==> src/rtl/serial_arith_pkg.sv <==
// Shared definitions for the bit-serial arithmetic blocks: FSM states and
// the helper that sizes the bit counter from the operand width.
package serial_arith_pkg;

  typedef enum logic [1:0] {
    IDLE = 2'd0,
    RUN  = 2'd1,
    DONE = 2'd2
  } state_e;

  function automatic int cntWidth(input int width);
    return (width < 2) ? 1 : $clog2(width);
  endfunction

endpackage

==> src/rtl/full_subtractor.sv <==
// One-bit full-subtractor cell: computes x - y - bin and the borrow that
// ripples into the next more-significant bit.
module full_subtractor (
  input  logic x,
  input  logic y,
  input  logic bin,
  output logic d,
  output logic bout
);

  assign d    = x ^ y ^ bin;
  assign bout = (~x & y) | (~(x ^ y) & bin);

endmodule

==> src/rtl/serial_subtractor.sv <==
// Bit-serial WIDTH-bit subtractor: latches operands on start, resolves one
// bit per clock LSB first through a registered borrow, then pulses done.
module serial_subtractor
  import serial_arith_pkg::*;
#(
  parameter int WIDTH = 8
) (
  input  logic             clk,
  input  logic             rst,
  input  logic             start,
  input  logic [WIDTH-1:0] a,
  input  logic [WIDTH-1:0] b,
  input  logic             b_in,
  output logic             busy,
  output logic             done,
  output logic [WIDTH-1:0] diff,
  output logic             b_out
);

  localparam int CW = cntWidth(WIDTH);

  state_e           state_q, state_d;
  logic [WIDTH-1:0] sa_q, sa_d;
  logic [WIDTH-1:0] sb_q, sb_d;
  logic [WIDTH-1:0] res_q, res_d;
  logic [WIDTH-1:0] diff_q, diff_d;
  logic [CW-1:0]    cnt_q, cnt_d;
  logic             br_q, br_d;
  logic             bout_q, bout_d;
  logic             cellD, cellBout;

  full_subtractor u_cell (
    .x    (sa_q[0]),
    .y    (sb_q[0]),
    .bin  (br_q),
    .d    (cellD),
    .bout (cellBout)
  );

  always_ff @(posedge clk or posedge rst) begin
    if (rst) begin
      state_q <= IDLE;
      sa_q    <= '0;
      sb_q    <= '0;
      res_q   <= '0;
      diff_q  <= '0;
      cnt_q   <= '0;
      br_q    <= 1'b0;
      bout_q  <= 1'b0;
    end else begin
      state_q <= state_d;
      sa_q    <= sa_d;
      sb_q    <= sb_d;
      res_q   <= res_d;
      diff_q  <= diff_d;
      cnt_q   <= cnt_d;
      br_q    <= br_d;
      bout_q  <= bout_d;
    end
  end

  // The result fills from the MSB side so the first (LSB) bit ends at bit 0.
  always_comb begin
    state_d = state_q;
    sa_d    = sa_q;
    sb_d    = sb_q;
    res_d   = res_q;
    diff_d  = diff_q;
    cnt_d   = cnt_q;
    br_d    = br_q;
    bout_d  = bout_q;

    case (state_q)
      IDLE: begin
        if (start) begin
          sa_d    = a;
          sb_d    = b;
          br_d    = b_in;
          res_d   = '0;
          cnt_d   = '0;
          state_d = RUN;
        end
      end
      RUN: begin
        sa_d  = sa_q >> 1;
        sb_d  = sb_q >> 1;
        br_d  = cellBout;
        res_d = {cellD, res_q[WIDTH-1:1]};
        cnt_d = cnt_q + CW'(1);
        if (cnt_q == CW'(WIDTH - 1)) begin
          state_d = DONE;
          diff_d  = res_d;
          bout_d  = cellBout;
          cnt_d   = '0;
        end
      end
      DONE: begin
        state_d = IDLE;
      end
      default: begin
        state_d = IDLE;
      end
    endcase
  end

  assign busy  = (state_q == RUN);
  assign done  = (state_q == DONE);
  assign diff  = diff_q;
  assign b_out = bout_q;

endmodule

==> config.mk <==
export PLATFORM = sky130hd
export DESIGN_NAME = serial_subtractor
export DESIGN_NICKNAME = d
export VERILOG_FILES = /design/src/rtl/serial_arith_pkg.sv /design/src/rtl/full_subtractor.sv /design/src/rtl/serial_subtractor.sv
export SDC_FILE = /design/constraint.sdc
export NUM_CORES = 1
export LEC_CHECK = 0
export ABC_AREA = 1
export CAP_MARGIN = 15
export CORE_MARGIN = 2
export CORE_UTILIZATION = 45
export DETAILED_ROUTE_END_ITERATION = 8
export PLACE_DENSITY = 0.69
export SKIP_CTS_REPAIR_TIMING = 1
export SYNTH_ARGS = -nofsm -noshare
export SYNTH_HDL_FRONTEND = slang
export SYNTH_SLANG_ARGS = --single-unit
==> constraint.sdc <==
create_clock -name clk -period 2.05 [get_ports clk]
set_clock_uncertainty 0.15 [all_clocks]
set_input_delay 0.205 -clock clk [delete_from_list [all_inputs] [get_ports clk]]
set_output_delay 0.205 -clock clk [all_outputs]
set_load 0.02 [all_outputs]
After elaboration in Yosys (flattened, before gate mapping). Cells that the tools add are included.

Add/sub/neg operators: 1. Multipliers: 0. Div/mod/pow operators: 0. Order comparisons: 0. Eq/ne operators: 5. Shift-type cells: 0. Multiplexer cells: 14. Bitwise operators: 7. Reductions and logical operators: 5.

Operator list (number): one-hot mux 8 bit (2 select lines) (3); 2-to-1 mux 8 bit (3); 2-to-1 mux 3 bit (2); one-hot mux 3 bit (2 select lines) (1); AND reduction 2 bit (3); 2-to-1 mux 2 bit (2); one-hot mux 2 bit (2 select lines) (1); adder 3 x 1 -> 3 bit (second input constant) (1); == test 3 bit (second input constant) (1); AND 1 bit (2); == test 2 x 1 -> 1 bit (second input constant) (1); == test 2 bit (second input constant) (1); logical NOT 2 bit (1); inequality test 2 x 1 -> 1 bit (second input constant) (1); inequality test 2 bit (second input constant) (1); NOT 1 bit (2); one-hot mux 1 bit (2 select lines) (1); nonzero test 2 bit (1); bitwise XOR 1 bit (2); 2-to-1 mux 1 bit (1); bitwise OR 1 bit (1).

Flip-flop bits (word level): 39. Bits in latches: 0. Memory bits (writable): 0. ROM bits: 0. Input bits: 20. Output and inout bits: 11. Word-level logic and storage cells: 40. Memories kept: 0.

Logic depth before layout (Yosys ltp). Gate-level depths: netlist (run 1).

Depth in word-level cells: 5. Depth in mapped cells: 7. Gate-level depth less buffers: 6.

Cells and area by module. Synthesis (run 1) repeated with hierarchy kept, for this count alone.

Cell total of the unflattened synthesis: 219. Area, all modules: 1838.0 um2.

By module, submodules not included: serial_subtractor (instances 1, cells each 215, area an instance 1806.7 um2, sequential area each 950.9 um2); full_subtractor (instances 1, cells each 4, area an instance 31.3 um2, sequential area each 0.0 um2).

Worst setup path after synthesis (run 1). Ideal clock, no wire load.

Path type: register to register. From: reg cnt_q[0]. To: reg bout_q, in the netlist b_out. Library setup time: 0.074 ns. Arrival: 1.150 ns. Required time: 1.826 ns. Path slack: 0.676 ns. Cell stages (with the launch flop): 7. Path buffers: 1. Clock period less this slack: 1.374 ns. Cell sequence: dfrtp_1 -> ha_1 -> ha_1 -> nand2_4 -> buf_6 -> nand2_1 -> o21ai_2.

Word-level cells in the longest chain between the ends: 2.

RTL lines: start, declared (RTL line serial_subtractor.sv:27) `logic [CW-1:0] cnt_q, cnt_d;`; start signal, assigned (RTL line serial_subtractor.sv:56) `cnt_q <= cnt_d;`; == test 3 bit (RTL line serial_subtractor.sv:90) `if (cnt_q == CW'(WIDTH - 1)) begin`; AND reduction 2 bit (no source line); end signal, assigned (RTL line serial_subtractor.sv:58) `bout_q <= bout_d;`; end, declared (RTL line serial_subtractor.sv:29) `logic bout_q, bout_d;`.

No other way between the ends. A chain may end at the register's enable or synchronous reset.

Final worst setup path (run 1).
From: reg state_q[0]. To: out busy.

Word-level cells in the longest chain between the ends: 1.

RTL lines: start, declared (RTL line serial_subtractor.sv:22) `state_e state_q, state_d;`; start signal, assigned (RTL line serial_subtractor.sv:51) `state_q <= state_d;`; == test 2 x 1 -> 1 bit (RTL line serial_subtractor.sv:106) `assign busy = (state_q == RUN);`; end, declared (RTL line serial_subtractor.sv:14) `output logic busy,`.

No other way between the ends.

==> results of run 1 <==
-- worst max-delay path: cells and delay by family (launching register included) --
kind | cells | cell delay [ps]
buffers and inverters | 2 | 680
DFF | 1 | 510
and+or+nand+nor | 1 | 100
-- sequential cells by signal, indices dropped and copies added (netlist names) --
name / flops
b_out: 1
br_q: 1
cnt_q: 3
diff: 8
res_q: 7
sa_q: 8
sb_q: 8
state_q: 2
-- per-layer routing --
metal	share of wire	global-route usage	vias to the layer above
li1	-	-	729
met5	0	0	-
met2	0.46	0.233	21
met1	0.50	0.236	652
met4	0.013	0.0675	0
met3	0.027	0.0395	4
-- power by group --
part / internal (mW) / total [mW] / switching (mW)
Sequential: 1.09 / 1.27 / 0.184
Clock: 0.234 / 0.471 / 0.237
Combinational: 0.609 / 1.43 / 0.826
Total: 1.93 / 3.18 / 1.25
-- how the worst min path moves through the flow --
| stage | start | end | slack [ps] | depth (start not counted) |
|---|---|---|---|---|
| floorplan | a[7] | sa_q[7]$_DFFE_PP0P_ | 180 | 2 |
| global placement | cnt_q[1]$_DFFE_PP0P_ | cnt_q[1]$_DFFE_PP0P_ | 310 | 2 |
| detailed placement | sa_q[1]$_DFFE_PP0P_ | sa_q[1]$_DFFE_PP0P_ | 310 | 2 |
| CTS | rst | diff[3]$_DFFE_PP0P_ | 200 | 3 |
| global route | rst | diff[1]$_DFFE_PP0P_ | 260 | 3 |
| finish | rst | res_q[1]$_DFFE_PP0P_ | 180 | 3 |
-- stage by stage --
stage,cell area (µm²),setup TNS (ps),setup slack (ps),utilization,power (mW)
finish,2250,0,135,0.567,3.18
global route,2250,0,62.3,0.567,3.49
detailed placement,2170,0,312,0.548,2.74
floorplan,1850,0,676,-,2.35
CTS,2250,-8.76,-8.76,0.567,3.22
global placement,2170,0,292,0.548,2.71
-- synthesized netlist by cell type, types with 3 or more instances --
library cell	instances	area [µm²]
nand2_1	65	244
inv_1	41	154
dfrtp_1	38	951
nand3_1	33	165
o21ai_2	8	70.1
o21ai_1	7	35.0
o21ai_0	4	20.0
buf_2	3	15.0
nand2_4	3	33.8
nor2_1	3	11.3
-- cell type report --
cell class                      count  area (µm²)  share of cell area
Sequential cell                    38         951               0.422
Multi-Input combinational cell    129         661               0.293
Timing Repair Buffer               34         333               0.148
Inverter                           44         170              0.0755
Clock buffer                        7        76.3              0.0339
Tap cell                           50        62.6              0.0278
-- logic make-up (layout without fill, tap and decap cells) --
logic type               after synthesis  after routing
AO/OA/AOI/OAI                         20             20
adder cells (fa/ha/maj)                3              3
buffers and inverters                 53             85
flip-flops                            38             38
AND/OR/NAND/NOR                      106            106
==> report_table.html, run 1 <==
<table>
<tr><th>Metric</th><th>Value</th></tr>
<tr><th colspan="2">Outcome</th></tr>
<tr><td>Outcome</td><td>finished, final reports clean</td></tr>
<tr><th colspan="2">Global route</th></tr>
<tr><td>Vias in the first global route</td><td>1190</td></tr>
<tr><td>Remaining global-route overflow</td><td>0</td></tr>
<tr><td>Global-route usage over all layers</td><td>0.163</td></tr>
<tr><td>Initial antenna violation count</td><td>0</td></tr>
<tr><td>Pin count of the biggest net entering global routing</td><td>39</td></tr>
<tr><td>First-pass GRT wire length</td><td>5.59 mm</td></tr>
<tr><th colspan="2">Final layout</th></tr>
<tr><td>Final cell count without fillers</td><td>302</td></tr>
<tr><td>Commonest cells after routing, fill and taps aside</td><td>nand2_1 (65), inv_1 (41), dfrtp_1 (38)</td></tr>
<tr><td>Most frequent standard cell in the layout excluding fill and tap cells</td><td>nand2_1</td></tr>
<tr><td>Fraction of final layout cells sized beyond drive strength 1</td><td>0.0992</td></tr>
<tr><td>Final nets</td><td>275</td></tr>
<tr><td>Count of antenna diodes in the layout</td><td>0</td></tr>
<tr><td>Number of filler instances in the final layout</td><td>365</td></tr>
<tr><td>Area growth, synth to finish</td><td>21.6%</td></tr>
<tr><th colspan="2">Floorplanning</th></tr>
<tr><td>Initial core utilization</td><td>0.467</td></tr>
<tr><td>Die Ht</td><td>68.2 µm</td></tr>
<tr><td>Die area</td><td>4650 µm²</td></tr>
<tr><td>Placement row count</td><td>23</td></tr>
<tr><td>Num ports</td><td>31</td></tr>
<tr><td>Placeable Area</td><td>3970 µm²</td></tr>
<tr><td>Overall die width</td><td>68.2 µm</td></tr>
<tr><th colspan="2">Yosys</th></tr>
<tr><td>Simple logic cell fraction of the synthesized area</td><td>0.262</td></tr>
<tr><td>Synthesized area divided by synthesized cell count</td><td>8.42 µm²</td></tr>
<tr><td>Post-Syn Instances</td><td>220</td></tr>
<tr><td>Ys async rst share</td><td>1.00</td></tr>
<tr><td>Fraction of synthesized cell area in xor and xnor cells</td><td>0</td></tr>
<tr><td>Post-synthesis share of cell area spent on full adders, half adders and majority gates</td><td>0.0243</td></tr>
<tr><td>Post-synth design cell area</td><td>1850 µm²</td></tr>
<tr><td>Largest family of logic cells by synthesized area</td><td>simple AND/OR/NAND/NOR gates</td></tr>
<tr><td>Multiplexer area fraction after synthesis</td><td>0</td></tr>
<tr><td>Synthesis Warnings</td><td>0</td></tr>
<tr><td>Sequential cell area fraction in the yosys report</td><td>0.513</td></tr>
<tr><td>Most used flip-flop cell after synthesis</td><td>dfrtp_1</td></tr>
<tr><td>Post-Synthesis Net Count</td><td>243</td></tr>
<tr><td>Number of synthesized flops with an enable pin</td><td>0</td></tr>
<tr><td>Distinct cells, synth</td><td>21</td></tr>
<tr><td>Synth Area in Compound Gates</td><td>0.0702</td></tr>
<tr><td>Register bit count reported by yosys</td><td>38</td></tr>
<tr><th colspan="2">Timing</th></tr>
<tr><td>Final clock period utilization by the worst path</td><td>0.934</td></tr>
<tr><td>Total of endpoints with negative setup slack in the final report</td><td>0</td></tr>
<tr><td>Worst Max-Slew Pin Slew</td><td>478 ps</td></tr>
<tr><td>Relative slew slack</td><td>0.681</td></tr>
<tr><td>Max Slew Vio Count</td><td>0</td></tr>
<tr><td>Peak Freq</td><td>522 MHz</td></tr>
<tr><td>Fin Hold WS</td><td>182 ps</td></tr>
<tr><td>Setup repair after global routing missed its margin</td><td>no</td></tr>
<tr><td>Final Hold Violating Endpoints</td><td>0</td></tr>
<tr><td>Shortest period the worst path allows</td><td>1920 ps</td></tr>
<tr><th colspan="2">Power and ir drop</th></tr>
<tr><td>Total power divided by cell area</td><td>1410 nW/µm²</td></tr>
<tr><td>Peak ir drop on the vdd network</td><td>702 µV</td></tr>
<tr><td>Total leakage power</td><td>1.20 nW</td></tr>
<tr><th colspan="2">Clock network</th></tr>
<tr><td>Cts bufs inserted</td><td>5</td></tr>
<tr><td>Maximum number of buffers from clock root to sink</td><td>2</td></tr>
<tr><td>Number of clock sinks seen by CTS</td><td>38</td></tr>
<tr><td>CTS H-Tree Depth</td><td>2</td></tr>
<tr><td>Clk pin slew, worst setup/hold paths</td><td>70 ps</td></tr>
<tr><td>TritonCTS clock tree</td><td>done</td></tr>
<tr><td>Clock tree root driver cell</td><td>clkbuf_8</td></tr>
<tr><td>Clock latency at the later pin of the worst-skew pair</td><td>280 ps</td></tr>
<tr><th colspan="2">Routing</th></tr>
<tr><td>Starting DRC count in detailed routing</td><td>116</td></tr>
<tr><td>First-pass detailed-route iteration total</td><td>6</td></tr>
<tr><td>Remaining DRCs</td><td>0</td></tr>
<tr><td>Wire per inst</td><td>10.9 µm</td></tr>
<tr><td>Total Wirelength</td><td>3.29 mm</td></tr>
<tr><td>Number of vias per cell after detailed routing</td><td>4.66</td></tr>
<tr><td>Via Count</td><td>1406</td></tr>
<tr><td>Post-DRT Antenna Nets</td><td>0</td></tr>
<tr><th colspan="2">Setup path</th></tr>
<tr><td>End of the worst register-to-register path</td><td>sa_q[0]$_DFFE_PP0P_</td></tr>
<tr><td>Type of the worst setup path</td><td>reg -&gt; out</td></tr>
<tr><td>Slowest Stage Delay on Critical Path</td><td>600 ps</td></tr>
<tr><td>CP startpoint</td><td>state_q[0]$_DFFE_PP0P_</td></tr>
<tr><td>Critical path data arrival time</td><td>1560 ps</td></tr>
<tr><td>Required time at the endpoint of the critical path</td><td>1690 ps</td></tr>
<tr><td>Kind of start point of the critical path</td><td>flip-flop</td></tr>
<tr><td>Critical-path cell list</td><td>inv_2 -&gt; nor2_4 -&gt; clkdlybuf4s50_1</td></tr>
<tr><td>Critical Path End Type</td><td>output port</td></tr>
<tr><td>Reg2reg setup slack</td><td>450 ps</td></tr>
<tr><td>Critical path capture point</td><td>busy</td></tr>
<tr><td>Worst R2R Path Depth</td><td>6</td></tr>
<tr><td>Reg2reg start</td><td>state_q[1]$_DFFE_PP0P_</td></tr>
<tr><td>Worst-path fanout max</td><td>5</td></tr>
<tr><td>Crit path max-delay cell type</td><td>clkdlybuf4s50_1</td></tr>
<tr><th colspan="2">Placement</th></tr>
<tr><td>Cell Count Post-Placement</td><td>295</td></tr>
<tr><td>Global placement routability congestion</td><td>0.751</td></tr>
<tr><td>Hpwl dp</td><td>2.22 mm</td></tr>
<tr><td>Count of input and output buffers</td><td>30</td></tr>
<tr><th colspan="2">Hold path</th></tr>
<tr><td>Path class of the lowest-slack min-delay path</td><td>in -&gt; async</td></tr>
<tr><th colspan="2">Flow run</th></tr>
<tr><td>Number of max-cap violations</td><td>0</td></tr>
</table>
Power figures use the tool's default switching activity.
==> run 2: changes to the inputs <==
- clock period: 2.05 -> 2.2 ns (I/O delays scaled with it)
==> report_table.html, run 2 (synthesis gave the netlist of run 1 again) <==
<table>
<tr><th>Metric</th><th>Value</th></tr>
<tr><th colspan="2">Timing</th></tr>
<tr><td>Fin Hold WS</td><td>180 ps</td></tr>
<tr><td>PnR worst setup slack</td><td>206 ps</td></tr>
<tr><td>Total of endpoints with negative setup slack in the final report</td><td>0</td></tr>
<tr><td>Peak Freq</td><td>502 MHz</td></tr>
<tr><td>Relative slew slack</td><td>0.685</td></tr>
<tr><td>Worst Max-Slew Pin Slew</td><td>473 ps</td></tr>
<tr><td>Shortest period the worst path allows</td><td>1990 ps</td></tr>
<tr><td>Setup repair after global routing missed its margin</td><td>no</td></tr>
<tr><td>Final clock period utilization by the worst path</td><td>0.906</td></tr>
<tr><td>Total Negative Setup Slacks</td><td>0 ps</td></tr>
<tr><td>Max Slew Vio Count</td><td>0</td></tr>
<tr><td>Final Hold Violating Endpoints</td><td>0</td></tr>
<tr><th colspan="2">Routing</th></tr>
<tr><td>Total Wirelength</td><td>3.45 mm</td></tr>
<tr><td>Via Count</td><td>1434</td></tr>
<tr><td>Starting DRC count in detailed routing</td><td>106</td></tr>
<tr><td>Remaining DRCs</td><td>0</td></tr>
<tr><td>Post-DRT Antenna Nets</td><td>0</td></tr>
<tr><td>Wire per inst</td><td>11.4 µm</td></tr>
<tr><td>Number of vias per cell after detailed routing</td><td>4.75</td></tr>
<tr><td>First-pass detailed-route iteration total</td><td>4</td></tr>
<tr><th colspan="2">Setup path</th></tr>
<tr><td>CP startpoint</td><td>state_q[1]$_DFFE_PP0P_</td></tr>
<tr><td>Type of the worst setup path</td><td>reg -&gt; out</td></tr>
<tr><td>Worst-path fanout max</td><td>16</td></tr>
<tr><td>Required time at the endpoint of the critical path</td><td>1830 ps</td></tr>
<tr><td>Kind of start point of the critical path</td><td>flip-flop</td></tr>
<tr><td>Critical Path End Type</td><td>output port</td></tr>
<tr><td>Reg2reg start</td><td>state_q[0]$_DFFE_PP0P_</td></tr>
<tr><td>Critical path data arrival time</td><td>1620 ps</td></tr>
<tr><th colspan="2">Clock network</th></tr>
<tr><td>Clock tree root driver cell</td><td>clkbuf_8</td></tr>
<tr><td>TritonCTS clock tree</td><td>done</td></tr>
<tr><td>Maximum number of buffers from clock root to sink</td><td>2</td></tr>
<tr><td>CTS H-Tree Depth</td><td>2</td></tr>
<tr><td>Clk pin slew, worst setup/hold paths</td><td>70 ps</td></tr>
<tr><td>Number of clock sinks seen by CTS</td><td>38</td></tr>
<tr><td>Clock latency at the later pin of the worst-skew pair</td><td>290 ps</td></tr>
<tr><td>Cts bufs inserted</td><td>5</td></tr>
<tr><th colspan="2">Flow run</th></tr>
<tr><td>Number of max-cap violations</td><td>0</td></tr>
<tr><th colspan="2">Final layout</th></tr>
<tr><td>Commonest cells after routing, fill and taps aside</td><td>nand2_1 (65), inv_1 (41), dfrtp_1 (38)</td></tr>
<tr><td>Number of filler instances in the final layout</td><td>366</td></tr>
<tr><td>Area growth, synth to finish</td><td>24.4%</td></tr>
<tr><td>Post-route cell area</td><td>2300 µm²</td></tr>
<tr><td>Final nets</td><td>274</td></tr>
<tr><td>Sequential cell area</td><td>951 µm²</td></tr>
<tr><td>Final cell count without fillers</td><td>302</td></tr>
<tr><td>Count of antenna diodes in the layout</td><td>0</td></tr>
<tr><td>Most frequent standard cell in the layout excluding fill and tap cells</td><td>nand2_1</td></tr>
<tr><td>Multi-input logic area</td><td>661 µm²</td></tr>
<tr><td>Fraction of final layout cells sized beyond drive strength 1</td><td>0.107</td></tr>
<tr><th colspan="2">Power and ir drop</th></tr>
<tr><td>Total leakage power</td><td>1.21 nW</td></tr>
<tr><td>Logic gate share of total power</td><td>0.415</td></tr>
<tr><td>Switching power of the nets</td><td>1.22 mW</td></tr>
<tr><td>Fraction of power consumed by sequential logic</td><td>0.367</td></tr>
<tr><td>Share of total power consumed by net switching</td><td>0.375</td></tr>
<tr><td>Peak ir drop on the vdd network</td><td>550 µV</td></tr>
<tr><td>Internal power summed over all cells</td><td>2.03 mW</td></tr>
<tr><td>Total power divided by cell area</td><td>1410 nW/µm²</td></tr>
<tr><td>Clock Power Share</td><td>0.218</td></tr>
<tr><th colspan="2">Global route</th></tr>
<tr><td>Global-route usage over all layers</td><td>0.171</td></tr>
<tr><td>First-pass GRT wire length</td><td>5.91 mm</td></tr>
<tr><td>Pin count of the biggest net entering global routing</td><td>39</td></tr>
<tr><td>Vias in the first global route</td><td>1296</td></tr>
<tr><td>Remaining global-route overflow</td><td>0</td></tr>
<tr><td>Initial antenna violation count</td><td>0</td></tr>
<tr><th colspan="2">Floorplanning</th></tr>
<tr><td>Num ports</td><td>31</td></tr>
<tr><td>Initial core utilization</td><td>0.467</td></tr>
<tr><td>Placeable Area</td><td>3970 µm²</td></tr>
<tr><td>Die area</td><td>4650 µm²</td></tr>
<tr><td>Overall die width</td><td>68.2 µm</td></tr>
<tr><td>Placement row count</td><td>23</td></tr>
<tr><td>Die Ht</td><td>68.2 µm</td></tr>
<tr><th colspan="2">Hold path</th></tr>
<tr><td>Path class of the lowest-slack min-delay path</td><td>in -&gt; async</td></tr>
<tr><th colspan="2">Outcome</th></tr>
<tr><td>Outcome</td><td>finished, final reports clean</td></tr>
<tr><th colspan="2">Placement</th></tr>
<tr><td>Cell Count Post-Placement</td><td>294</td></tr>
<tr><td>Global placement routability congestion</td><td>0.794</td></tr>
<tr><td>Cell Area, Placed</td><td>2170 µm²</td></tr>
<tr><td>Setup slack at placement</td><td>515 ps</td></tr>
<tr><td>Hpwl dp</td><td>2.41 mm</td></tr>
<tr><td>Count of input and output buffers</td><td>30</td></tr>
</table>
[run 2: path summary, 6_finish.rpt]
check / depth (start not counted) / end / slack, ps
setup reg to reg: 6 / sb_q[3]$_DFFE_PP0P_ / 500
hold / removal: 3 / diff[0]$_DFFE_PP0P_ / 180
max in group asynchronous: 3 / sb_q[2]$_DFFE_PP0P_ / 1380
hold reg to reg: 2 / sb_q[5]$_DFFE_PP0P_ / 330
setup / recovery: 3 / done / 210
min in group clk: 2 / sb_q[5]$_DFFE_PP0P_ / 330
[run 2: power groups by stage]
| stage | Clock (mW) | Combinational [mW] | Sequential, mW |
|---|---|---|---|
| 3_5_place_dp | 0 | 1.37 | 1.20 |
| 4_1_cts | 0.724 | 1.38 | 1.20 |
| 2_1_floorplan | 0 | 0.945 | 1.25 |
| 5_1_grt | 0.759 | 1.53 | 1.23 |
| 3_3_place_gp | 0 | 1.33 | 1.20 |
| 6_report | 0.710 | 1.35 | 1.19 |
[run 2: through the flow]
| stage | util | total power [mW] |
|---|---|---|
| CTS | 0.580 | 3.30 |
| global route | 0.580 | 3.52 |
| floorplan | - | 2.19 |
| detailed placement | 0.546 | 2.57 |
| global placement | 0.546 | 2.53 |
| finish | 0.580 | 3.25 |
[run 2: layout make-up]
cell class              instances  area share
well taps                      50      0.0271
clock inverters                 3      0.0299
clock buffers                   5      0.0299
multi-input cells             129       0.287
inverters                      44      0.0738
flip-flops and latches         38       0.413
repair buffers                 33       0.140
[run 2: worst max-delay path, stage by stage, from the launching register on]
cell and delay (ps):
dfrtp_1 460, inv_4 140, nor2_1 120, clkdlybuf4s50_1 610
[run 2: routing by layer]
metal  track usage  part of all wire
met4        0.0600             0.016
met2         0.252              0.48
met3        0.0477             0.042
met1         0.241              0.46
met5             0                 0
==> run 3: changes to the inputs <==
- PLACE_DENSITY: 0.69 -> 0.72
- clock period: 2.2 -> 1.6 ns (I/O delays scaled with it)
==> report_table.html, run 3 (synthesis gave the netlist of run 1 again) <==
<table>
<tr><th>Metric</th><th>Value</th></tr>
<tr><th colspan="2">Outcome</th></tr>
<tr><td>Outcome</td><td>finished, final reports clean</td></tr>
<tr><th colspan="2">Power and ir drop</th></tr>
<tr><td>Share of total power consumed by net switching</td><td>0.384</td></tr>
<tr><td>Switching power of the nets</td><td>1.67 mW</td></tr>
<tr><td>Total leakage power</td><td>1.32 nW</td></tr>
<tr><td>Total power divided by cell area</td><td>1850 nW/µm²</td></tr>
<tr><td>Internal power summed over all cells</td><td>2.68 mW</td></tr>
<tr><td>Total power draw</td><td>4.36 mW</td></tr>
<tr><td>Logic gate share of total power</td><td>0.439</td></tr>
<tr><td>Clock Power Share</td><td>0.186</td></tr>
<tr><td>Fraction of power consumed by sequential logic</td><td>0.375</td></tr>
<tr><td>Peak ir drop on the vdd network</td><td>953 µV</td></tr>
<tr><th colspan="2">Placement</th></tr>
<tr><td>Cell Count Post-Placement</td><td>300</td></tr>
<tr><td>Hpwl dp</td><td>2.45 mm</td></tr>
<tr><td>Count of input and output buffers</td><td>30</td></tr>
<tr><td>Global placement routability congestion</td><td>0.843</td></tr>
<tr><td>Cell Area, Placed</td><td>2220 µm²</td></tr>
<tr><th colspan="2">Floorplanning</th></tr>
<tr><td>Placement row count</td><td>23</td></tr>
<tr><td>Num ports</td><td>31</td></tr>
<tr><td>Die Ht</td><td>68.2 µm</td></tr>
<tr><td>Placeable Area</td><td>3970 µm²</td></tr>
<tr><td>Die area</td><td>4650 µm²</td></tr>
<tr><td>Initial core utilization</td><td>0.467</td></tr>
<tr><td>Overall die width</td><td>68.2 µm</td></tr>
<tr><th colspan="2">Clock network</th></tr>
<tr><td>Maximum number of buffers from clock root to sink</td><td>2</td></tr>
<tr><td>Cts bufs inserted</td><td>5</td></tr>
<tr><td>Clock latency at the later pin of the worst-skew pair</td><td>300 ps</td></tr>
<tr><td>TritonCTS clock tree</td><td>done</td></tr>
<tr><td>CTS H-Tree Depth</td><td>2</td></tr>
<tr><td>Number of clock sinks seen by CTS</td><td>38</td></tr>
<tr><td>Clk pin slew, worst setup/hold paths</td><td>80 ps</td></tr>
<tr><td>Clock tree root driver cell</td><td>clkbuf_8</td></tr>
<tr><th colspan="2">Global route</th></tr>
<tr><td>Pin count of the biggest net entering global routing</td><td>27</td></tr>
<tr><td>First-pass GRT wire length</td><td>6.13 mm</td></tr>
<tr><td>Initial antenna violation count</td><td>0</td></tr>
<tr><td>Vias in the first global route</td><td>1344</td></tr>
<tr><td>Global-route usage over all layers</td><td>0.180</td></tr>
<tr><td>Remaining global-route overflow</td><td>0</td></tr>
<tr><th colspan="2">Flow run</th></tr>
<tr><td>Number of max-cap violations</td><td>0</td></tr>
<tr><th colspan="2">Setup path</th></tr>
<tr><td>Critical path data arrival time</td><td>1250 ps</td></tr>
<tr><td>Reg2reg setup slack</td><td>140 ps</td></tr>
<tr><td>Family of cells with the greatest summed delay on the critical path</td><td>buffers and inverters</td></tr>
<tr><td>End of the worst register-to-register path</td><td>res_q[3]$_DFFE_PP0P_</td></tr>
<tr><td>Crit path max-delay cell type</td><td>clkdlybuf4s50_1</td></tr>
<tr><td>Slowest Stage Delay on Critical Path</td><td>600 ps</td></tr>
<tr><td>Worst path bufs/invs</td><td>1</td></tr>
<tr><td>Critical-path cell list</td><td>clkdlybuf4s50_1</td></tr>
<tr><td>Worst-path fanout max</td><td>2</td></tr>
<tr><td>Required time at the endpoint of the critical path</td><td>1290 ps</td></tr>
<tr><td>Reg2reg start</td><td>state_q[1]$_DFFE_PP0P_</td></tr>
<tr><td>Critical Path End Type</td><td>output port</td></tr>
<tr><td>Type of the worst setup path</td><td>reg -&gt; out</td></tr>
<tr><td>Kind of start point of the critical path</td><td>flip-flop</td></tr>
<tr><td>CP startpoint</td><td>diff[6]$_DFFE_PP0P_</td></tr>
<tr><td>Worst R2R Path Depth</td><td>6</td></tr>
<tr><th colspan="2">Timing</th></tr>
<tr><td>Total of endpoints with negative setup slack in the final report</td><td>0</td></tr>
<tr><td>Max Slew Vio Count</td><td>0</td></tr>
<tr><td>Final clock period utilization by the worst path</td><td>0.976</td></tr>
<tr><td>Peak Freq</td><td>640 MHz</td></tr>
<tr><td>Worst Max-Slew Pin Slew</td><td>332 ps</td></tr>
<tr><td>Shortest period the worst path allows</td><td>1560 ps</td></tr>
<tr><td>Relative slew slack</td><td>0.779</td></tr>
<tr><td>Final Hold Violating Endpoints</td><td>0</td></tr>
<tr><td>Setup repair after global routing missed its margin</td><td>no</td></tr>
<tr><th colspan="2">Routing</th></tr>
<tr><td>Remaining DRCs</td><td>0</td></tr>
<tr><td>First-pass detailed-route iteration total</td><td>4</td></tr>
<tr><td>Starting DRC count in detailed routing</td><td>96</td></tr>
<tr><td>Via Count</td><td>1408</td></tr>
<tr><td>Wire per inst</td><td>11.4 µm</td></tr>
<tr><td>Number of vias per cell after detailed routing</td><td>4.57</td></tr>
<tr><td>Post-DRT Antenna Nets</td><td>0</td></tr>
<tr><td>Total Wirelength</td><td>3.50 mm</td></tr>
<tr><th colspan="2">Final layout</th></tr>
<tr><td>Commonest cells after routing, fill and taps aside</td><td>nand2_1 (65), inv_1 (41), dfrtp_1 (38)</td></tr>
<tr><td>Fraction of final layout cells sized beyond drive strength 1</td><td>0.128</td></tr>
<tr><td>Fin util</td><td>0.593</td></tr>
<tr><td>Count of antenna diodes in the layout</td><td>0</td></tr>
<tr><td>Final cell count without fillers</td><td>308</td></tr>
<tr><td>Area growth, synth to finish</td><td>27.1%</td></tr>
<tr><td>Final nets</td><td>280</td></tr>
<tr><td>Most frequent standard cell in the layout excluding fill and tap cells</td><td>nand2_1</td></tr>
<tr><td>Post-route cell area</td><td>2350 µm²</td></tr>
<tr><th colspan="2">Hold path</th></tr>
<tr><td>Path class of the lowest-slack min-delay path</td><td>in -&gt; async</td></tr>
</table>
run 3: cell types whose count changed in the layout (fill, tap and decap cells not counted), sizes merged:
cell	change
clkinv	+1
bufinv	-1
dlymetal6s2s	+7
clkdlybuf4s50	-7
buf	+6
run 3: worst reg2reg max path, cell delays in order (launching register included):
cell,delay (ps)
dfrtp_1,450
inv_4,80
buf_6,180
nand2_8,120
nand2_4,140
buf_4,170
o21ai_1,70
run 3: per-layer routing:
metal | part of all wire | global-route usage | vias up
li1 | - | - | 740
met1 | 0.48 | 0.248 | 630
met2 | 0.46 | 0.265 | 32
met3 | 0.050 | 0.0362 | 6
met4 | 0.016 | 0.0950 | 0
met5 | 0 | 0 | -
run 3: worst max path at each step:
stage	cells past startpoint	slack (ps)	end
2_1_floorplan	6	230	b_out$_DFFE_PP0P_
3_3_place_gp	2	90	busy
3_5_place_dp	6	80	res_q[3]$_DFFE_PP0P_
4_1_cts	2	-240	busy
5_1_grt	1	2	diff[6]
6_report	1	40	diff[6]
run 3: layout make-up:
| cell class | instances | area (µm²) |
|---|---|---|
| multi-input cells | 129 | 661 |
| fillers | 368 | 1620 |
| clock buffers | 5 | 68.8 |
| inverters | 44 | 170 |
| clock inverters | 3 | 40.0 |
| repair buffers | 39 | 402 |
| flip-flops and latches | 38 | 951 |
| well taps | 50 | 62.6 |
run 3: stage by stage:
step           TNS [ps]  setup WS (ps)  hold slack, ps
3_5_place_dp          0           79.9             314
2_1_floorplan         0            226             131
5_1_grt               0           2.22            51.8
6_report              0           38.5            12.0
4_1_cts            -446           -240            17.3
3_3_place_gp          0           92.7             312
run 3: power by group through the flow:
stage	Sequential [mW]	Clock [mW]	Combinational (mW)
3_3_place_gp	1.63	0	1.91
2_1_floorplan	1.71	0	1.30
6_report	1.63	0.809	1.91
3_5_place_dp	1.64	0	1.95
4_1_cts	1.63	0.827	1.95
5_1_grt	1.68	0.872	2.20
